### config.mk
export PLATFORM = sky130hd
export DESIGN_NAME = regfile_flat
export DESIGN_NICKNAME = d
export VERILOG_FILES = /design/src/rtl/regfile_pkg.sv /design/src/rtl/regfile_if.sv /design/src/rtl/regfile_read_port.sv /design/src/rtl/regfile.sv /design/src/flat_wrapper.sv
export SDC_FILE = /design/constraint.sdc
export NUM_CORES = 2
export LEC_CHECK = 0
export BUFFER_PORTS_ARGS = -buffer_cell sky130_fd_sc_hd__buf_4
export CELL_PAD_IN_SITES_DETAIL_PLACEMENT = 1
export CELL_PAD_IN_SITES_GLOBAL_PLACEMENT = 1
export CORE_MARGIN = 1.5
export CORE_UTILIZATION = 35
export DETAILED_ROUTE_END_ITERATION = 8
export PLACE_DENSITY_LB_ADDON = 0.1
export SLEW_MARGIN = 20
export SYNTH_ARGS = -nofsm -noshare
export SYNTH_HDL_FRONTEND = slang
export SYNTH_SLANG_ARGS = --single-unit
### constraint.sdc
create_clock -name clk -period 6.55 [get_ports clk]
set_input_delay 0.9825 -clock clk [delete_from_list [all_inputs] [get_ports clk]]
set_output_delay 0.9825 -clock clk [all_outputs]
set_load 0.02 [all_outputs]
### src/rtl/regfile_pkg.sv
// Shared widths and types for the architectural register file.
// The ROB tag is one bit wider than a slot index so that ROB_SIZE itself can act as the "no producer" value.
`ifndef REGFILE_DEFINES
`define REGFILE_DEFINES
`define DATA_WIDTH    32
`define REG_TAG_WIDTH 5
`define ROB_SIZE      8
`define ROB_TAG_WIDTH 4
`define TRUE          1'b1
`define FALSE         1'b0
`endif

package regfile_pkg;
  localparam int DATA_WIDTH    = `DATA_WIDTH;
  localparam int REG_TAG_WIDTH = `REG_TAG_WIDTH;
  localparam int ROB_TAG_WIDTH = `ROB_TAG_WIDTH;
  localparam int ROB_SIZE      = `ROB_SIZE;

  typedef logic [DATA_WIDTH-1:0]    data_t;
  typedef logic [REG_TAG_WIDTH-1:0] reg_idx_t;
  typedef logic [ROB_TAG_WIDTH-1:0] rob_tag_t;

  localparam rob_tag_t ROB_NONE_TAG = rob_tag_t'(ROB_SIZE);
endpackage

### src/rtl/regfile_if.sv
// Dispatch, commit and operand signals between the core and the register file.
// The master side is dispatch/ROB; the slave side is the register file.
interface regfile_if;
  import regfile_pkg::*;

  logic     rdy;
  logic     in_clear;
  reg_idx_t in_decode_rs1;
  reg_idx_t in_decode_rs2;
  logic     in_decode_rename;
  reg_idx_t in_decode_rd;
  rob_tag_t in_decode_reorder;
  reg_idx_t in_rob_index;
  data_t    in_rob_value;
  rob_tag_t in_rob_reorder;
  data_t    out_rs1_value;
  rob_tag_t out_rs1_reorder;
  data_t    out_rs2_value;
  rob_tag_t out_rs2_reorder;

  modport master (
    output rdy, in_clear,
    output in_decode_rs1, in_decode_rs2, in_decode_rename, in_decode_rd, in_decode_reorder,
    output in_rob_index, in_rob_value, in_rob_reorder,
    input  out_rs1_value, out_rs1_reorder, out_rs2_value, out_rs2_reorder
  );

  modport slave (
    input  rdy, in_clear,
    input  in_decode_rs1, in_decode_rs2, in_decode_rename, in_decode_rd, in_decode_reorder,
    input  in_rob_index, in_rob_value, in_rob_reorder,
    output out_rs1_value, out_rs1_reorder, out_rs2_value, out_rs2_reorder
  );
endinterface

### src/rtl/regfile_read_port.sv
// One combinational operand read: x0 forcing, same-cycle commit bypass, else stored state.
module regfile_read_port
  import regfile_pkg::*;
#(
  parameter rob_tag_t ROB_NONE = ROB_NONE_TAG
) (
  input  reg_idx_t rs_idx,
  input  data_t    reg_value,
  input  rob_tag_t reg_reorder,
  input  logic     commit_en,
  input  reg_idx_t rob_index,
  input  data_t    rob_value,
  input  rob_tag_t rob_reorder,
  output data_t    rs_value,
  output rob_tag_t rs_reorder
);

  always_comb begin
    rs_value   = reg_value;
    rs_reorder = reg_reorder;
    if (rs_idx == '0) begin
      rs_value   = '0;
      rs_reorder = ROB_NONE;
    end else if (commit_en && (rob_index == rs_idx) && (rob_reorder == reg_reorder)) begin
      // Only the producer the register is waiting on may bypass; an older commit is stale.
      rs_value   = rob_value;
      rs_reorder = ROB_NONE;
    end
  end

endmodule

### src/rtl/regfile.sv
// Architectural register file with per-register rename tags.
// Commits write values, dispatch records producer tags, and a flush drops every pending tag.
module regfile
  import regfile_pkg::*;
#(
  parameter int       REG_COUNT = 32,
  parameter rob_tag_t ROB_NONE  = ROB_NONE_TAG
) (
  input logic      clk,
  input logic      rst,
  regfile_if.slave bus
);

  data_t    value_q   [REG_COUNT];
  rob_tag_t reorder_q [REG_COUNT];

  logic commit_valid;
  logic commit_en;
  logic rename_en;

  assign commit_valid = (bus.in_rob_reorder != ROB_NONE);
  assign commit_en    = commit_valid && (bus.in_rob_index != '0);
  assign rename_en    = bus.in_decode_rename && (bus.in_decode_rd != '0);

  always_ff @(posedge clk) begin
    if (rst) begin
      for (int i = 0; i < REG_COUNT; i++) begin
        value_q[i]   <= '0;
        reorder_q[i] <= ROB_NONE;
      end
    end else if (bus.rdy) begin
      if (commit_en) begin
        value_q[bus.in_rob_index] <= bus.in_rob_value;
      end
      if (bus.in_clear) begin
        for (int i = 0; i < REG_COUNT; i++) begin
          reorder_q[i] <= ROB_NONE;
        end
      end else begin
        if (commit_en && (reorder_q[bus.in_rob_index] == bus.in_rob_reorder)) begin
          reorder_q[bus.in_rob_index] <= ROB_NONE;
        end
        // Issued last so a same-register rename overrides the commit's tag release.
        if (rename_en) begin
          reorder_q[bus.in_decode_rd] <= bus.in_decode_reorder;
        end
      end
    end
  end

  regfile_read_port #(.ROB_NONE(ROB_NONE)) u_read_rs1 (
    .rs_idx      (bus.in_decode_rs1),
    .reg_value   (value_q[bus.in_decode_rs1]),
    .reg_reorder (reorder_q[bus.in_decode_rs1]),
    .commit_en   (commit_valid),
    .rob_index   (bus.in_rob_index),
    .rob_value   (bus.in_rob_value),
    .rob_reorder (bus.in_rob_reorder),
    .rs_value    (bus.out_rs1_value),
    .rs_reorder  (bus.out_rs1_reorder)
  );

  regfile_read_port #(.ROB_NONE(ROB_NONE)) u_read_rs2 (
    .rs_idx      (bus.in_decode_rs2),
    .reg_value   (value_q[bus.in_decode_rs2]),
    .reg_reorder (reorder_q[bus.in_decode_rs2]),
    .commit_en   (commit_valid),
    .rob_index   (bus.in_rob_index),
    .rob_value   (bus.in_rob_value),
    .rob_reorder (bus.in_rob_reorder),
    .rs_value    (bus.out_rs2_value),
    .rs_reorder  (bus.out_rs2_reorder)
  );

endmodule
### src/flat_wrapper.sv
// flat-port wrapper written by rule: the top's interface ports become plain ports
module regfile_flat import regfile_pkg::*;
#(
  parameter int       REG_COUNT = 32,
  parameter rob_tag_t ROB_NONE  = ROB_NONE_TAG
)
  (clk, rst, bus_rdy, bus_in_clear, bus_in_decode_rs1, bus_in_decode_rs2, bus_in_decode_rename, bus_in_decode_rd, bus_in_decode_reorder, bus_in_rob_index, bus_in_rob_value, bus_in_rob_reorder, bus_out_rs1_value, bus_out_rs1_reorder, bus_out_rs2_value, bus_out_rs2_reorder);
  regfile_if bus_i ();
  input logic clk;
  input logic rst;
  input wire logic [$bits(bus_i.rdy)-1:0] bus_rdy;
  input wire logic [$bits(bus_i.in_clear)-1:0] bus_in_clear;
  input wire logic [$bits(bus_i.in_decode_rs1)-1:0] bus_in_decode_rs1;
  input wire logic [$bits(bus_i.in_decode_rs2)-1:0] bus_in_decode_rs2;
  input wire logic [$bits(bus_i.in_decode_rename)-1:0] bus_in_decode_rename;
  input wire logic [$bits(bus_i.in_decode_rd)-1:0] bus_in_decode_rd;
  input wire logic [$bits(bus_i.in_decode_reorder)-1:0] bus_in_decode_reorder;
  input wire logic [$bits(bus_i.in_rob_index)-1:0] bus_in_rob_index;
  input wire logic [$bits(bus_i.in_rob_value)-1:0] bus_in_rob_value;
  input wire logic [$bits(bus_i.in_rob_reorder)-1:0] bus_in_rob_reorder;
  output wire logic [$bits(bus_i.out_rs1_value)-1:0] bus_out_rs1_value;
  output wire logic [$bits(bus_i.out_rs1_reorder)-1:0] bus_out_rs1_reorder;
  output wire logic [$bits(bus_i.out_rs2_value)-1:0] bus_out_rs2_value;
  output wire logic [$bits(bus_i.out_rs2_reorder)-1:0] bus_out_rs2_reorder;
  assign bus_i.rdy = bus_rdy;
  assign bus_i.in_clear = bus_in_clear;
  assign bus_i.in_decode_rs1 = bus_in_decode_rs1;
  assign bus_i.in_decode_rs2 = bus_in_decode_rs2;
  assign bus_i.in_decode_rename = bus_in_decode_rename;
  assign bus_i.in_decode_rd = bus_in_decode_rd;
  assign bus_i.in_decode_reorder = bus_in_decode_reorder;
  assign bus_i.in_rob_index = bus_in_rob_index;
  assign bus_i.in_rob_value = bus_in_rob_value;
  assign bus_i.in_rob_reorder = bus_in_rob_reorder;
  assign bus_out_rs1_value = bus_i.out_rs1_value;
  assign bus_out_rs1_reorder = bus_i.out_rs1_reorder;
  assign bus_out_rs2_value = bus_i.out_rs2_value;
  assign bus_out_rs2_reorder = bus_i.out_rs2_reorder;
  regfile #(.REG_COUNT(REG_COUNT), .ROB_NONE(ROB_NONE)) u_core (.clk(clk), .rst(rst), .bus(bus_i));
endmodule
== After elaboration in Yosys (flattened, before gate mapping) ==
Memories as Yosys holds them, arrays and structs flattened.
Index checks and enable logic that the tools add are counted.

* Register bits: 0
* RAM bits: 1152
* Bits of input ports: 65
* Output and inout bits: 72
* Logic and storage cells: 123
* Memories: 2

{| class="wikitable"
|+ Memories
! name !! words !! bits a word !! read ports !! clocked after memory_dff !! wr ports !! RTL line !! source
|-
| u_core.value_q || 32 || 32 || 2 || 0 || 32 || regfile.sv:14 || <nowiki>data_t value_q [REG_COUNT];</nowiki>
|-
| u_core.reorder_q || 32 || 4 || 3 || 0 || 32 || regfile.sv:15 || <nowiki>rob_tag_t reorder_q [REG_COUNT];</nowiki>
|}

* Equal/unequal tests: 6
* Muxes and demuxes: 69
* Bitwise operators: 32
* Reduce and logical (&&, ||, !) cells: 14

{| class="wikitable"
|+ Operator list
! kind !! number
|-
| $mux 32 || 5
|-
| $mux 4 || 38
|-
| $or 1x1->1 || 32
|-
| $reduce_or 32->1 || 1
|-
| $mux 1 || 23
|-
| $mux 5 || 3
|-
| $eq 4x4->1 || 3
|-
| $eq 5x5->1 || 2
|-
| $logic_not 5->1 || 2
|-
| $reduce_bool 5->1 || 2
|-
| $reduce_or 4->1 || 2
|-
| $logic_and 1x1->1 || 7
|-
| $ne 4x4->1 const B || 1
|}

== Logic depth before layout (Yosys ltp) ==
* Depth after elaboration: 10
* Mapped depth: 13
* Gate-level depth less buffers: 8

== By module ==
A second synthesis with hierarchy kept.

* Cell total of the unflattened synthesis: 4125
* Area, all modules: 64496.9 sq um

{| class="wikitable"
|+ By module, submodules not included
! module !! times used !! cells an instance !! area an instance (sq um) !! sequential area each (sq um)
|-
| regfile || 1 || 3841 || 62687.6 || 34593.2
|-
| regfile_read_port || 2 || 142 || 904.6 || 0.0
|}

== Worst setup path after synthesis ==
No wires, ideal clock.

* Kind: input port to output port
* Start: input port bus_in_decode_rs2[1]
* End: output port bus_out_rs2_value[25]
* Arrival time: 3.970 ns
* Required time: 5.568 ns
* Setup slack: 1.598 ns
* Cell stages on the path: 13
* Buffers on the path: 5
* Path through: buf_2 buf_2 buf_2 mux4_2 mux4_2 mux2i_1 xnor2_1 nor3_1 nand3_1 buf_2 buf_2 nor2_1 a211oi_1

* Cells in the longest elaborated chain, start to end: 5
* Elaborated cells on any way between the ends: 9

{| class="wikitable"
|+ Ends and longest elaborated chain
! element !! RTL line !! source
|-
| start: declaration || flat_wrapper.sv:14 || <nowiki>input wire logic [$bits(bus_i.in_decode_rs2)-1:0] bus_in_decode_rs2;</nowiki>
|-
| $mem_v2 32x4 or $eq 5x5->1 (tied branches) || -- ||
|-
| $eq 4x4->1 or $logic_and 1x1->1 (tied branches) || regfile_read_port.sv:24 || <nowiki>end else if (commit_en && (rob_index == rs_idx) && (rob_reorder == reg_reorder)) begin</nowiki>
|-
| $logic_and 1x1->1 || regfile_read_port.sv:24 ||
|-
| $mux 32 || regfile_read_port.sv:24 ||
|-
| $mux 32 * || regfile_read_port.sv:21 || <nowiki>if (rs_idx == '0) begin</nowiki>
|-
| end: declaration || flat_wrapper.sv:23 || <nowiki>output wire logic [$bits(bus_i.out_rs2_value)-1:0] bus_out_rs2_value;</nowiki>
|}

Every way passes the cells marked *; elsewhere a longest branch is shown, timed or not.

== Worst setup path after layout ==
* Start: input port bus_in_decode_rs2[4]
* End: output port bus_out_rs2_value[5]

The elaborated chain is that of the path after synthesis.

==> impl_results.md <==
- Actual slew at the worst max-slew pin: 1.184 ns
- Max-cap violations: 0
- Routed via count: 38920
- RSZ-0062 raised after global routing: no
- Tmin final: 5.756 ns
- Setup TNS Final: 0 ns
- Dpl ws: 0.8019 ns
- Post-Syn Area: 63180 um2
- Seq cells post-synth: 1152
- Cell-internal power: 13.90 mW
- Xor/xnor share of the synthesized area: 0.2772%
- Kind of critical path: in2out
- Main combinational cell family by area after synthesis: multiplexers
- Vias in the first global route: 40200
- Lkg Pwr: 23.72 nW
- GRT Residual Overflow: 0
- Layout Skew: 0.02019 ns
- Wire per inst: 38.48 um
- Post-synthesis adder-cell area fraction: 0%
- # port buffers: 136
- Die area: 183100 um2
- Total Nets Final: 4033
- Synth Instances: 3978
- Largest net degree at the start of global routing: 90
- Worst path arrival time: 4.77 ns
- Ratio of cells with drive above 1 in the final layout: 30.61%
- Core area: 178800 um2
- First-pass GRT wire length: 339.7 mm
- Die Wd: 427.9 um
- Sequential fraction of the synthesis area: 54.75%
- Synth top area share: 54.75%
- DP HPWL: 134.7 mm
- Status: finished, final reports clean
- Post-CTS sizing: 0
- DRC: 0
- Clk_lat worst skew: 0.78 ns
- Tcrit/Tclk final: 87.88%
- Top cells by count, synth: 1152 x edfxtp_1, 995 x and2_1, 731 x mux4_2, 320 x clkbuf_1, 195 x nor2_1
- Tot GR Track Use: 26.88%
- Worst EP required: 5.57 ns
- Area leader, netlist: edfxtp_1
- Critical Path End Type: output pin
- First-pass detailed-route iteration total: 5
- Maximum root-to-sink buffer count: 3
- Logic pwr share: 13.7%
- FILL cells: 17550
- GPL Wtd Cong: 0.8318
- Clock power share: 39.7%
- Syn Area/Cell: 15.88 um2
- I/O pin total: 137
- Most common flop cell mapped by yosys: edfxtp_1
- Number of synthesized flops with an enable pin: 1152
- Synth Area in Compound Gates: 1.957%
- Hold-fix buffers at CTS: 0
- Area contributors post-synth: edfxtp_1 55%, mux4_2 26%, and2_1 9.9%, clkbuf_1 1.9%, mux2i_1 1.5%
- Yosys warnings: 0
- Max Slew Vio Count: 0
- Worst Hold Launch: bus_in_rob_value[26]
- Post-Route WL: 247.7 mm
- Area delta synth->final: 12.55%
- Starting density of the core: 35.34%
- Die Span Y: 427.9 um
- Reg clk slew, reported paths: 0.06 ns
- H-tree depth: 4
- Hold Path Class: in2reg
- Unique masters post-synth: 50
- Max Fclk: 173.7 MHz
- Worst R2R Start: u_core.reorder_q[28][1]
- Switching portion of total power: 26.18%
- Asr flop ratio synth: 0%
- Post-synthesis simple-gate area fraction: 12.49%
- CTS tree: yes
- Final Hold Fails: 0
- Final setup viols: 0
- Initial antenna violation count: 22
- Most common cell in the netlist: edfxtp_1
- Row cnt: 155
- Final worst slack: 0.7938 ns
- Routed vias/inst: 6.047
- Root buf cell: clkbuf_16
- Final ANT Viol Nets: 0
- DRT iter0 DRCs: 4691
- Cell Pwr Density: 264.7 nW/um2
- Post-synthesis mux area share: 27.66%
- Switching power: 4.928 mW
- Slew headroom: 20.87%
- CP Launch Point: bus_in_decode_rs2[4]
- Worst Path Max Fanout: 58
- CTS Buf Count: 139
- Post-CTS Setup Inserts: 0
- Max IR drop VDD: 0.2463 mV
- Flop pwr share: 46.6%
- Type of origin of the critical path: input pin
- Clk sinks: 1152
[placed cells by master (no fill, tap or decap), drive strengths merged, types with 3 or more instances in the layout]
| cell | instances |
|---|---|
| conb | 36 |
| o31ai | 28 |
| edfxtp | 1152 |
| or3b | 5 |
| nand2b | 7 |
| nand3 | 8 |
| o21ai | 7 |
| o311ai | 30 |
| a22oi | 22 |
| a221oi | 3 |
| nor3 | 11 |
| a21oi | 32 |
| diode | 11 |
| or2 | 44 |
| nor2 | 195 |
| mux4 | 731 |
| nor2b | 4 |
| nand2 | 16 |
| o22ai | 4 |
| and3 | 3 |
| xnor2 | 10 |
| mux2i | 97 |
| a211oi | 34 |
| buf | 244 |
| bufinv | 7 |
| clkbuf | 175 |
| clkinvlp | 5 |
| and2 | 995 |
| or3 | 29 |
| o211ai | 6 |
| or4 | 3 |
| nand3b | 10 |
| clkinv | 50 |
| mux2 | 4 |
| nand4 | 5 |
| inv | 34 |
| xor2 | 10 |
[critical path: stages]
cell	delay, ns
buf_6	0.64
mux4_2	0.42
mux4_2	0.52
mux2i_1	0.56
xnor2_1	0.14
nor3_1	0.38
nand3_4	0.10
buf_4	0.26
a211oi_1	0.44
buf_4	0.22
[flip-flops by register name, indices dropped and copies added, names as in the netlist]
signal,flops
u_core.value_q,1024
u_core.reorder_q,128
[power by group through the flow]
stage	registers (mW)	logic (mW)	clock network (mW)
final	8.78	2.57	7.47
after global routing	8.82	2.68	7.85
after CTS	8.77	2.60	7.59
after detailed placement	8.92	2.60	0
after global placement	8.90	2.60	0
after floorplan	8.80	1.60	0
[routing by layer]
| layer | global-route usage (%) | share of wire, % |
|---|---|---|
| met2 | 43.61 | 48 |
| met1 | 37.79 | 43 |
| met5 | 0 | 0 |
| met4 | 7.149 | 2.5 |
| met3 | 3.952 | 6.2 |
[final timing paths]
path | end | slack [ns] | cells after the start
setup / recovery | bus_out_rs2_value[5] | 0.79 | 10
hold / removal | u_core.value_q[1][26] | 0.73 | 2
setup reg to reg | u_core.reorder_q[15][2] | 2.41 | 7
hold reg to reg | u_core.reorder_q[4][2] | 2.08 | 6
[layout make-up]
class,instances,area (um2),share of cell area [%]
Tap cell,2355,2947,4.144
Antenna cell,11,27.53,0.03871
Multi-Input combinational cell,2403,27270,38.35
Clock buffer,175,3677,5.171
Inverter,28,110.1,0.1548
Sequential cell,1152,34590,48.65
Timing Repair Buffer,244,1936,2.722
Clock inverter,68,548.0,0.7707
[per-stage QoR]
step	hold WS [ns]	utilization (%)	power, mW	std cells	cell area (um2)
2_1_floorplan	1.162	-	10.39	4012	63310
3_3_place_gp	1.493	37.39	11.49	6182	66860
3_5_place_dp	1.525	37.39	11.52	6182	66860
4_1_cts	0.6715	39.75	18.97	6425	71080
5_1_grt	0.7111	39.76	19.35	6426	71090
6_report	0.7277	39.77	18.83	6436	71110
[cells by family (layout without fill, tap and decap cells)]
group / Yosys count / after routing
compound gates: 172 / 172
flops: 1152 / 1152
simple gates: 1343 / 1343
other cells: 2 / 47
xor+xnor: 20 / 20
mux: 832 / 832
buf+inv: 457 / 515
(Power assumes the default switching activity.)
